<file path="config.mk">
export PLATFORM = sky130hd
export DESIGN_NAME = seq_mac_multiplier_flat
export DESIGN_NICKNAME = d
export VERILOG_FILES = /design/src/rtl/seq_mac_multiplier_if.sv /design/src/rtl/seq_mac_multiplier.sv /design/src/flat_wrapper.sv
export SDC_FILE = /design/constraint.sdc
export NUM_CORES = 1
export LEC_CHECK = 0
export ABC_AREA = 1
export CAP_MARGIN = 10
export CORE_UTILIZATION = 45
export CTS_CLUSTER_SIZE = 25
export DETAILED_ROUTE_END_ITERATION = 7
export GPL_ROUTABILITY_DRIVEN = 0
export PLACE_DENSITY = 0.7
export SYNTH_ARGS = -nofsm -noshare
export SYNTH_HDL_FRONTEND = slang
export SYNTH_SLANG_ARGS = --single-unit
</file>
<file path="constraint.sdc">
create_clock -name clk -period 3.3 [get_ports clk]
set_input_delay 0.495 -clock clk [delete_from_list [all_inputs] [get_ports clk]]
set_output_delay 0.495 -clock clk [all_outputs]
set_load 0.02 [all_outputs]
</file>
<file path="src/rtl/seq_mac_multiplier_if.sv">
// Operand/result bundle between the SPI register file and the shift-add multiplier.
// Pure wiring: no storage, so it adds no cycles of latency.
// Flow control is start/busy/done; the master must hold off while busy is high.
interface seq_mac_multiplier_if #(
  parameter int width     = 4,
  parameter int ACC_GUARD = 4
);
  logic                          start;
  logic [width-1:0]              A;
  logic [width-1:0]              B;
  logic                          sgn;
  logic                          acc;
  logic                          clr_acc;
  logic [2*width-1:0]            res;
  logic [2*width+ACC_GUARD-1:0]  acc_out;
  logic                          busy;
  logic                          done;

  modport master (
    output start, A, B, sgn, acc, clr_acc,
    input  res, acc_out, busy, done
  );

  modport slave (
    input  start, A, B, sgn, acc, clr_acc,
    output res, acc_out, busy, done
  );
endinterface

</file>
<file path="src/rtl/seq_mac_multiplier.sv">
// Sequential shift-add multiplier, signed/unsigned, with optional accumulate.
// Latency: done pulses in the cycle after edge t0+width; throughput width+1 cycles.
// Backpressure: start is ignored while busy (no queuing); operands latched on accept.
module seq_mac_multiplier #(
  parameter int width     = 4,
  parameter int ACC_GUARD = 4
) (
  input logic               clk,
  input logic               rst_n,
  seq_mac_multiplier_if.slave bus
);
  localparam int PW = 2 * width;
  localparam int AW = 2 * width + ACC_GUARD;
  localparam int CW = $clog2(width + 1);

  typedef enum logic {IDLE, RUN} state_t;

  state_t           state;
  logic [width-1:0] mcand;     // multiplicand magnitude
  logic [PW-1:0]    pp;        // {partial sum, remaining multiplier bits}
  logic [CW-1:0]    cnt;
  logic             neg;       // product must be negated at completion
  logic             sgn_q;
  logic             acc_q;
  logic [PW-1:0]    res_r;
  logic [AW-1:0]    acc_r;
  logic             busy_r;
  logic             done_r;

  logic [width-1:0] a_mag;
  logic [width-1:0] b_mag;
  logic [width:0]   sum;
  logic [PW-1:0]    pp_next;
  logic [PW-1:0]    prod;
  logic [AW-1:0]    prod_ext;
  logic [AW-1:0]    acc_base;

  // Operand magnitudes, one shift-add step, final sign fix-up and accumulator inputs.
  // The most-negative operand negates onto itself, which read as unsigned is its magnitude.
  always_comb begin
    a_mag    = (bus.sgn && bus.A[width-1]) ? -bus.A : bus.A;
    b_mag    = (bus.sgn && bus.B[width-1]) ? -bus.B : bus.B;
    sum      = {1'b0, pp[PW-1:width]} + (pp[0] ? {1'b0, mcand} : '0);
    pp_next  = {sum, pp[width-1:1]};
    prod     = neg ? -pp_next : pp_next;
    prod_ext = sgn_q ? {{ACC_GUARD{prod[PW-1]}}, prod} : {{ACC_GUARD{1'b0}}, prod};
    acc_base = bus.clr_acc ? '0 : acc_r;
  end

  // Control FSM with registered outputs; clr_acc applies first so a coincident
  // accumulating completion lands on a freshly cleared accumulator.
  always_ff @(posedge clk or negedge rst_n) begin
    if (!rst_n) begin
      state  <= IDLE;
      mcand  <= '0;
      pp     <= '0;
      cnt    <= '0;
      neg    <= 1'b0;
      sgn_q  <= 1'b0;
      acc_q  <= 1'b0;
      res_r  <= '0;
      acc_r  <= '0;
      busy_r <= 1'b0;
      done_r <= 1'b0;
    end else begin
      done_r <= 1'b0;
      acc_r  <= acc_base;
      case (state)
        IDLE: begin
          if (bus.start) begin
            mcand  <= a_mag;
            pp     <= {{width{1'b0}}, b_mag};
            cnt    <= CW'(width);
            neg    <= bus.sgn & (bus.A[width-1] ^ bus.B[width-1]);
            sgn_q  <= bus.sgn;
            acc_q  <= bus.acc;
            busy_r <= 1'b1;
            state  <= RUN;
          end
        end
        RUN: begin
          pp  <= pp_next;
          cnt <= cnt - 1'b1;
          if (cnt == CW'(1)) begin
            res_r  <= prod;
            done_r <= 1'b1;
            busy_r <= 1'b0;
            state  <= IDLE;
            if (acc_q) begin
              acc_r <= acc_base + prod_ext;
            end
          end
        end
        default: state <= IDLE;
      endcase
    end
  end

  assign bus.res     = res_r;
  assign bus.acc_out = acc_r;
  assign bus.busy    = busy_r;
  assign bus.done    = done_r;
endmodule

</file>
<file path="src/flat_wrapper.sv">
// flat-port wrapper written by rule: the top's interface ports become plain ports
module seq_mac_multiplier_flat 
#(
  parameter int width     = 4,
  parameter int ACC_GUARD = 4
)
  (clk, rst_n, bus_start, bus_A, bus_B, bus_sgn, bus_acc, bus_clr_acc, bus_res, bus_acc_out, bus_busy, bus_done);
  seq_mac_multiplier_if #(.width(width), .ACC_GUARD(ACC_GUARD)) bus_i ();
  input logic clk;
  input logic rst_n;
  input wire logic [$bits(bus_i.start)-1:0] bus_start;
  input wire logic [$bits(bus_i.A)-1:0] bus_A;
  input wire logic [$bits(bus_i.B)-1:0] bus_B;
  input wire logic [$bits(bus_i.sgn)-1:0] bus_sgn;
  input wire logic [$bits(bus_i.acc)-1:0] bus_acc;
  input wire logic [$bits(bus_i.clr_acc)-1:0] bus_clr_acc;
  output wire logic [$bits(bus_i.res)-1:0] bus_res;
  output wire logic [$bits(bus_i.acc_out)-1:0] bus_acc_out;
  output wire logic [$bits(bus_i.busy)-1:0] bus_busy;
  output wire logic [$bits(bus_i.done)-1:0] bus_done;
  assign bus_i.start = bus_start;
  assign bus_i.A = bus_A;
  assign bus_i.B = bus_B;
  assign bus_i.sgn = bus_sgn;
  assign bus_i.acc = bus_acc;
  assign bus_i.clr_acc = bus_clr_acc;
  assign bus_res = bus_i.res;
  assign bus_acc_out = bus_i.acc_out;
  assign bus_busy = bus_i.busy;
  assign bus_done = bus_i.done;
  seq_mac_multiplier #(.width(width), .ACC_GUARD(ACC_GUARD)) u_core (.clk(clk), .rst_n(rst_n), .bus(bus_i));
endmodule
</file>
# == Word-level counts from Yosys, hierarchy flattened ==
# Index checks and enable logic that the tools add are counted.
# word_totals
output_inout_bits,22
word_cells,49
input_bits,14
ff_bits,41
# classes
eq_ne,3
reduce_logical,5
n_mux,21
bitwise,3
n_addsub,6
# ops
op,count
12-bit two-way mux,5
8-bit two-way mux,2
8-bit case mux with 2 select lines,1
12-bit adder,1
4-bit two-way mux,3
4-bit negator,2
8-bit negator,1
1-bit two-way mux,6
3-bit case mux with 2 select lines,1
2-bit AND reduction,3
4-bit by 5-bit adder with 5-bit output,1
"2-bit inequality test, second input constant",2
1-bit case mux with 2 select lines,2
"3-bit by 1-bit equality test with 1-bit output, second input constant",1
3-bit two-way mux,1
"3-bit by 1-bit subtractor with 3-bit output, second input constant",1
1-bit logical AND,2
1-bit bitwise AND,1
1-bit NOT,1
1-bit bitwise XOR,1

# == Logic depth before layout (Yosys ltp) ==
# Gate-level depths: netlist of the first run.
# logic_depth
ltp_word,9
ltp_mapped,25
ltp_nobuf,25

# == Worst setup path before layout of the first run ==
# Ideal clock, no wire load.
# synth_timing
path_kind,flip-flop to flip-flop
startpoint,register u_core.pp[0]
endpoint,"register u_core.acc_r[10], in the netlist u_core.bus.acc_out[10]"
slack_ns,0.272
path_buffers,0
path_stages_with_launch,25
t_arrival_ns,2.910
period_less_slack_ns,3.028
path_cell_list,dfrtp_1 > nand2_1 > inv_1 > ha_1 > fa_1 > nor2_2 > nand3_2 > nor2_2 > nand3_2 > nand2_2 > nand2_4 > nand2_1 > inv_1 > ha_1 > nand2_1 > nor3_1 > nand2_1 > o211ai_1 > nand3_1 > nand2_1 > nand2_1 > nand2_1 > nand3_1 > nand3_1 > nand2_1
# synth_between
elab_chain_len,9
# synth_lines
element,line,rtl
start: declaration,seq_mac_multiplier.sv:20,logic [PW-1:0] pp;
start signal: assignment,seq_mac_multiplier.sv:72,"pp <= {{width{1'b0}}, b_mag};"
start signal: assignment,seq_mac_multiplier.sv:82,pp <= pp_next;
4-bit two-way mux (*),seq_mac_multiplier.sv:43,"sum = {1'b0, pp[PW-1:width]} + (pp[0] ? {1'b0, mcand} : '0);"
4-bit by 5-bit adder with 5-bit output (*),seq_mac_multiplier.sv:43,
8-bit negator,seq_mac_multiplier.sv:45,prod = neg ? -pp_next : pp_next;
8-bit two-way mux (*),seq_mac_multiplier.sv:45,
net u_core.prod[7],seq_mac_multiplier.sv:34,logic [PW-1:0] prod;
12-bit two-way mux (*),seq_mac_multiplier.sv:46,"prod_ext = sgn_q ? {{ACC_GUARD{prod[PW-1]}}, prod} : {{ACC_GUARD{1'b0}}, prod};"
12-bit adder (*),seq_mac_multiplier.sv:90,acc_r <= acc_base + prod_ext;
12-bit two-way mux (*),seq_mac_multiplier.sv:89,if (acc_q) begin
12-bit two-way mux (*),seq_mac_multiplier.sv:84,if (cnt == CW'(1)) begin
12-bit two-way mux (*),seq_mac_multiplier.sv:68,case (state)
end signal: assignment,seq_mac_multiplier.sv:67,acc_r <= acc_base;
end signal: assignment,seq_mac_multiplier.sv:90,
end: declaration,seq_mac_multiplier.sv:26,logic [AW-1:0] acc_r;
# The timed path passes the listed nets; every way through them passes the cells marked *.
# A chain may end at the register's enable or synchronous reset.

# == Final worst setup path of the first run ==
# layout_timing
startpoint,register u_core.pp[0]
endpoint,"register u_core.acc_r[11], in the netlist u_core.bus.acc_out[11]"
# Same word-level chain as after synthesis.

==> results.md, run 1 <==
- Status: complete, no violations
- Data arrival, critical path: 3.28 ns
- Post-route ant nets: 0
- Worst relative slew slack: 0.3968
- Worst path max stage delay: 0.56 ns
- Final cell utilization of the core: 0.5984
- CTS Buf Count: 5
- Setup slack at placement: -0.07775 ns
- Required @ worst endpoint: 3.49 ns
- Vias: 2258
- Most Used Layer, Global Route: met2
- Final Hold Vio Count: 0
- # setup viols final: 0
- Post-layout instance area: 3336 um2
- Sequential element share of the synthesized area: 0.3918
- Core ar.: 5574 um2
- Reg2reg path depth: 20
- Buf/Inv on CP: 2
- Reg2reg start: u_core.pp[0]
- Cell family with most CP delay: simple AND/OR/NAND/NOR gates
- Crit-path cells: nand2_1 -> inv_1 -> ha_4 -> fa_2 -> inv_1 -> a31oi_4 -> xnor2_2 -> ha_4 -> nand2_1 -> nor3_2 -> nand2_1 -> nand3_2 -> and2_2 -> nand3_2 -> nand2_2 -> nand2_1 -> nand3_1 -> nand3_1 -> nand2_1 -> nand2_1
- Slew Viols, Final: 0
- Max Cap Violations: 0
- YS warnings: 0
- Initial antenna violation count: 0
- Clock buffer depth: 2
- DR DRC count: 0
- Fin crit share: 0.9357
- CTS Hold Bufs: 0
- Area Overhead vs Synth: 27.38%
- Met2 usage: 0.3307
- First-pass GRT wire length: 9259 um
- Worst-margin pin slew: 0.9048 ns
- Critical Path Most Common Cell: nand2_1
- Final WS setup: 0.2123 ns
- Post-synthesis cell type count: 34
- Antenna cells: 0
- Die area: 6129 um2
- Layout Skew: 0.005276 ns
- Routed length per instance: 11.96 um
- Final critical-path required period: 3.088 ns
- #FFs+latches synth: 41
- DPL Wire Length: 4132 um
- Die height: 78.29 um
- Cell row count: 27
- Worst Path Max Fanout: 5
- Mapped cell area: 2619 um2
- Ports: 36
- GRT overflow: 0
- Met1 Use GR: 0.2446
- Crit Path Class: reg -> reg
- Drt first pass iters: 5
- Die Wd: 78.29 um
- Final WL: 5416 um
- Input/output buffers: 35
- Largest net degree at the start of global routing: 42
- Cells after Synth: 332
- CTS H-tree depth: 2
- Max Freq: 0.3239 GHz
- Critical-path top delay cell: fa_2
- Average size of a mapped cell: 7.888 um2
- Leakage: 0.001699 uW
- Clk slew on worst S/H paths: 0.08 ns
- CTS root buf: clkbuf_8
- Ratio of cells with drive above 1 in the final layout: 0.1444
- Initial Util: 0.4698
- Cell Area, Placed: 3084 um2
- Critical Path End Type: flop
- PwrDens: 804.3 nW/um2
- Vias in the first global route: 2101
- CTS tree: yes
- Clock Sinks: 41
- Total track usage: 0.1910
- R2R setup slack: 0.21 ns
- Fillers: 516
- Worst skew pair latency: 0.29 ns
- Initial drt markers: 124
- Met3 usage: 0.03837
- Max VDD drop: 0.3577 mV
- CP Launch Type: flop
- Crit Reg-Reg Endpoint: u_core.bus.acc_out[11]
- RSZ-0062 raised after global routing: true
- Vias per Instance: 4.985
- Nets: 414
- Mapped Nets: 366
- Hold crit path type: in -> async
## cells in the mapped netlist, drive strengths merged
cell	number	area, um2
nand2	102	407.9
inv	50	187.7
dfrtp	41	1026
o21ai	26	130.1
nand3	19	135.1
nor2	19	88.83
ha	18	225.2
a21oi	11	55.05
xor2	8	70.07
xnor2	6	52.55
nand4	5	37.53
nor3	5	25.02
clkbuf	4	15.01
o22ai	3	18.77
a22oi	2	15.01
and2	2	13.77
fa	2	40.04
o211ai	2	15.01
o221ai	2	17.52
a21boi	1	7.510
a31oi	1	6.260
bufinv	1	17.52
clkinv	1	3.750
o31ai	1	7.510
## layout make-up
cell class,instances,area [um2],share of cell area
Inverter,52,209.0,0.06264
Multi-Input combinational cell,235,1479,0.4434
Clock inverter,2,38.79,0.01163
Tap cell,72,90.09,0.02701
Sequential cell,41,1026,0.3076
Clock buffer,6,72.57,0.02176
Timing Repair Buffer,45,420.4,0.1260
## flip-flops by register name, indices dropped and copies added (netlist names)
signal,flops
u_core.acc_q,1
u_core.bus.acc_out,12
u_core.bus.busy,1
u_core.bus.done,1
u_core.bus.res,8
u_core.cnt,3
u_core.mcand,4
u_core.neg,1
u_core.pp,8
u_core.sgn_q,1
u_core.state,1
## cells in the final DEF, fill, tap and decap left out, types with 2 or more instances in the layout
master           count
xor2_1               6
xnor2_1              5
a21oi_1             11
o21ai_1              3
nor2_1              14
clkdlybuf4s50_1     34
ha_4                 4
o21ai_0             23
ha_1                14
clkbuf_8             5
nand3_1             13
nand3_2              4
nor3_1               3
inv_1               46
nand2_4              2
xor2_2               2
nor2_2               4
nand2_2              6
o221ai_1             2
o211ai_1             2
nand4_1              4
inv_2                4
o22ai_1              3
nand2_1             94
a22oi_1              2
buf_4               10
dfrtp_1             41
nand3_4              2
nor3_2               2
## power by group
group	switching, uW	internal (uW)	total (uW)
clock	180	227	407
combinational	824	645	1470
sequential	136	671	806
total	1140	1540	2680
## logic make-up after synthesis
group                      Yosys count  share of synthesized area
and+or+nand+nor                    152                     0.2704
buffers and inverters               56                    0.08552
AOI/OAI and AO/OA                   49                     0.1042
DFF                                 41                     0.3918
adders and majority gates           20                     0.1013
xor gates and xnor gates            14                    0.04682
## layer usage
| metal | wire [um] | vias up |
|---|---|---|
| met5 | 0 | - |
| met4 | 73 | 0 |
| met3 | 191 | 7 |
| met2 | 2587 | 49 |
| met1 | 2564 | 1039 |
| li1 | - | 1163 |
## worst register-to-register path, stage by stage, from the launching register on
cell	delay [ns]
dfrtp_1	0.42
nand2_1	0.07
inv_1	0.06
ha_4	0.16
fa_2	0.56
inv_1	0.08
a31oi_4	0.20
xnor2_2	0.13
ha_4	0.31
nand2_1	0.07
nor3_2	0.09
nand2_1	0.09
nand3_2	0.08
and2_2	0.15
nand3_2	0.08
nand2_2	0.09
nand2_1	0.07
nand3_1	0.09
nand3_1	0.08
nand2_1	0.07
nand2_1	0.04
## worst max-delay path by stage
stage / from / end / slack, ns / cells past startpoint
floorplan: u_core.pp[0] / u_core.bus.acc_out[10] / 0.27 / 24
global placement: u_core.pp[0] / u_core.bus.acc_out[11] / -0.009 / 22
detailed placement: u_core.pp[0] / u_core.bus.acc_out[11] / -0.08 / 22
CTS: u_core.pp[0] / u_core.bus.acc_out[11] / 0.004 / 22
global route: u_core.pp[0] / u_core.bus.acc_out[11] / -0.03 / 23
finish: u_core.pp[0] / u_core.bus.acc_out[11] / 0.21 / 20
## what timing repair did
action	4_1_cts	5_1_grt
pin swaps	0	8
setup endpoints to repair	1	3
hold endpoints to repair	0	0
gates resized for setup	2	16
setup buffers	0	4
## per-stage QoR
| stage | std cells | total power (uW) | hold slack, ns | TNS [ns] |
|---|---|---|---|---|
| 2_1_floorplan | 332 | 1677 | 0.1994 | 0 |
| 3_3_place_gp | 441 | 2064 | 0.4538 | -0.008886 |
| 3_5_place_dp | 441 | 2094 | 0.4577 | -0.07775 |
| 4_1_cts | 449 | 2544 | 0.3553 | 0 |
| 5_1_grt | 453 | 2906 | 0.3917 | -0.02728 |
| 6_report | 453 | 2683 | 0.3257 | 0 |
Power figures use the tool's default switching activity.
==> run 2, diff against run 1 <==
--- a/config.mk
+++ b/config.mk
@@ -10,8 +10,9 @@
 export CORE_UTILIZATION = 45
 export CTS_CLUSTER_SIZE = 25
 export DETAILED_ROUTE_END_ITERATION = 7
-export GPL_ROUTABILITY_DRIVEN = 0
+export GPL_ROUTABILITY_DRIVEN = 1
 export PLACE_DENSITY = 0.7
+export SKIP_CTS_REPAIR_TIMING = 1
 export SYNTH_ARGS = -nofsm -noshare
 export SYNTH_HDL_FRONTEND = slang
 export SYNTH_SLANG_ARGS = --single-unit
==> results.md, run 2 (synthesized netlist as in run 1, its figures left out) <==
- Status: complete, no violations (unchanged)
- Switching Share: 0.4258 (was 0.4249)
- Input/output buffers: 35 (unchanged)
- Core ar.: 5574 um2 (unchanged)
- Initial drt markers: 134 (was 124)
- Hold crit path type: in -> async (unchanged)
- P_int: 1543 uW (about the same)
- Crit. Startpoint: u_core.pp[0] (unchanged)
- DPL Wire Length: 4132 um (unchanged)
- GRT overflow: 0 (unchanged)
- RSZ-0062 raised after global routing: true (unchanged)
- CTS tree: yes (unchanged)
- Drt first pass iters: 4 (was 5)
- Max VDD drop: 0.3583 mV (was 0.3577 mV)
- Switch Pwr: 1144 uW (was 1140 uW)
- Clock buffer depth: 2 (unchanged)
- Cell Area, Placed: 3084 um2 (unchanged)
- Crit-path cells: nand2_1 -> inv_1 -> ha_4 -> fa_2 -> nor2_2 -> nand3_2 -> nand2_2 -> xor2_2 -> inv_2 -> ha_4 -> nand2_1 -> nor3_2 -> nand2_1 -> nand3_2 -> and2_2 -> nand3_2 -> nand2_2 -> nand2_1 -> nand3_1 -> nand3_1 -> nand2_1 -> nand2_1 (was nand2_1 -> inv_1 -> ha_4 -> fa_2 -> inv_1 -> a31oi_4 -> xnor2_2 -> ha_4 -> nand2_1 -> nor3_2 -> nand2_1 -> nand3_2 -> and2_2 -> nand3_2 -> nand2_2 -> nand2_1 -> nand3_1 -> nand3_1 -> nand2_1 -> nand2_1)
- Final critical-path required period: 3.108 ns (was 3.088 ns)
- Worst-margin pin slew: 0.9060 ns (was 0.9048 ns)
- Initial antenna violation count: 0 (unchanged)
- Worst Path Max Fanout: 5 (unchanged)
- Die height: 78.29 um (unchanged)
- Vias per Instance: 5.009 (was 4.985)
- Vias in the first global route: 2086 (was 2101)
- Largest register FFs: 12 (unchanged)
- Critical Path Most Common Cell: nand2_1 (unchanged)
- Most frequent cells in the layout: nand2_1 (94), inv_1 (46), dfrtp_1 (41) (unchanged)
- Data arrival, critical path: 3.30 ns (was 3.28 ns)
- Gate power share: 0.548 (about the same)
- Total track usage: 0.1893 (was 0.1910)
- Antenna cells: 0 (unchanged)
- Max Freq: 0.3218 GHz (was 0.3239 GHz)
- Worst relative slew slack: 0.3960 (was 0.3968)
- Leakage: 0.001699 uW (unchanged)
- Largest net degree at the start of global routing: 42 (unchanged)
- Cell row count: 27 (unchanged)
- Vias: 2269 (was 2258)
- Worst skew pair latency: 0.29 ns (about the same)
- PwrDens: 805.7 nW/um2 (was 804.3 nW/um2)
- Worst path max stage delay: 0.56 ns (about the same)
- Crit Path Class: reg -> reg (unchanged)
- Ports: 36 (unchanged)
- CTS Buf Count: 5 (unchanged)
- Nets: 414 (unchanged)
- DR DRC count: 0 (unchanged)
- Die Wd: 78.29 um (unchanged)
- Post-route ant nets: 0 (unchanged)
- Final WL: 5443 um (was 5416 um)
- Max Cap Violations: 0 (unchanged)
- CTS H-tree depth: 2 (unchanged)
- Routed length per instance: 12.02 um (was 11.96 um)
- Initial Util: 0.4698 (unchanged)
- Clock Sinks: 41 (unchanged)
- Required @ worst endpoint: 3.49 ns (about the same)
- Slew Viols, Final: 0 (unchanged)
- # setup viols final: 0 (unchanged)
- First-pass GRT wire length: 9177 um (was 9259 um)
- Critical Path End Type: flop (unchanged)
- Fin crit share: 0.9417 (was 0.9357)
- Most common cell after layout, fill and taps aside: nand2_1 (unchanged)
- Final Hold Vio Count: 0 (unchanged)
- Clk slew on worst S/H paths: 0.08 ns (about the same)
- CP Launch Type: flop (unchanged)
- Die area: 6129 um2 (unchanged)
- Area Overhead vs Synth: 27.38% (unchanged)
- Power share of the clock group: 0.151 (was 0.152)
- Ratio of cells with drive above 1 in the final layout: 0.1444 (unchanged)
- Pwr Total: 2687 uW (was 2683 uW)
- Reg2reg start: u_core.pp[0] (unchanged)
- Proportion of power drawn by flip-flops and latches: 0.300 (was 0.301)
- Post-layout instance area: 3336 um2 (unchanged)
- Critical-path top delay cell: fa_2 (unchanged)
- Layout Skew: 0.004854 ns (was 0.005276 ns)
- CTS root buf: clkbuf_8 (unchanged)
- Routability congestion estimate: 0.9216
==> run 2: power groups by stage <==
stage          clock, uW  sequential (uW)  combinational (uW)
6_report             407              807                1470
2_1_floorplan          0              864                 813
3_5_place_dp           0              813                1280
3_3_place_gp           0              811                1250
5_1_grt              440              829                1640
4_1_cts              417              804                1290
==> run 2: final cells by class <==
cell class	instances	area, um2
clock buffers	6	72.57
clock inverters	2	38.79
fillers	514	2238
inverters	52	209.0
multi-input cells	235	1479
flip-flops and latches	41	1026
well taps	72	90.09
repair buffers	45	420.4
==> run 2: metrics by stage <==
step	utilization	TNS [ns]	setup WS (ns)	std cells	hold slack (ns)
floorplan	-	0	0.2721	332	0.1994
global placement	0.5533	-0.008886	-0.008886	441	0.4538
detailed placement	0.5533	-0.07775	-0.07775	441	0.4577
CTS	0.5733	-0.09155	-0.09155	449	0.3553
global route	0.5984	-0.03436	-0.02716	453	0.3917
finish	0.5984	0	0.1924	453	0.3247
==> run 2: critical path, delay by kind of cell, from the launching register on <==
kind / cells / cell delay (ns)
and+or+nand+nor: 16 / 1.24
xor gates and xnor gates: 1 / 0.19
DFF: 1 / 0.42
adders and majority gates: 3 / 1.01
buffers and inverters: 2 / 0.14
==> run 2: final timing paths <==
check,slack [ns],endpoint,cells after the start
max in group asynchronous,2.41,u_core.pp[7],1
worst max-delay path,0.19,u_core.bus.acc_out[11],22
worst max register to register,0.19,u_core.bus.acc_out[11],22
worst min register to register,0.48,u_core.bus.busy,2
worst min-delay path,0.32,u_core.bus.acc_out[1],1
min in group clk,0.48,u_core.bus.busy,2
==> run 2: metal layers <==
| layer | part of all wire | GRT usage |
|---|---|---|
| met1 | 0.47 | 0.2422 |
| met2 | 0.48 | 0.3272 |
| met3 | 0.033 | 0.03837 |
| met4 | 0.013 | 0.04444 |
| met5 | 0 | 0 |
==> run 3, diff against run 2 <==
--- a/config.mk
+++ b/config.mk
@@ -6,6 +6,7 @@
 export NUM_CORES = 1
 export LEC_CHECK = 0
 export ABC_AREA = 1
+export ABC_CLOCK_PERIOD_IN_PS = 3300
 export CAP_MARGIN = 10
 export CORE_UTILIZATION = 45
 export CTS_CLUSTER_SIZE = 25
==> results of run 3 <==
Same layout as run 2: the final DEF is identical, and so are final timing and power.
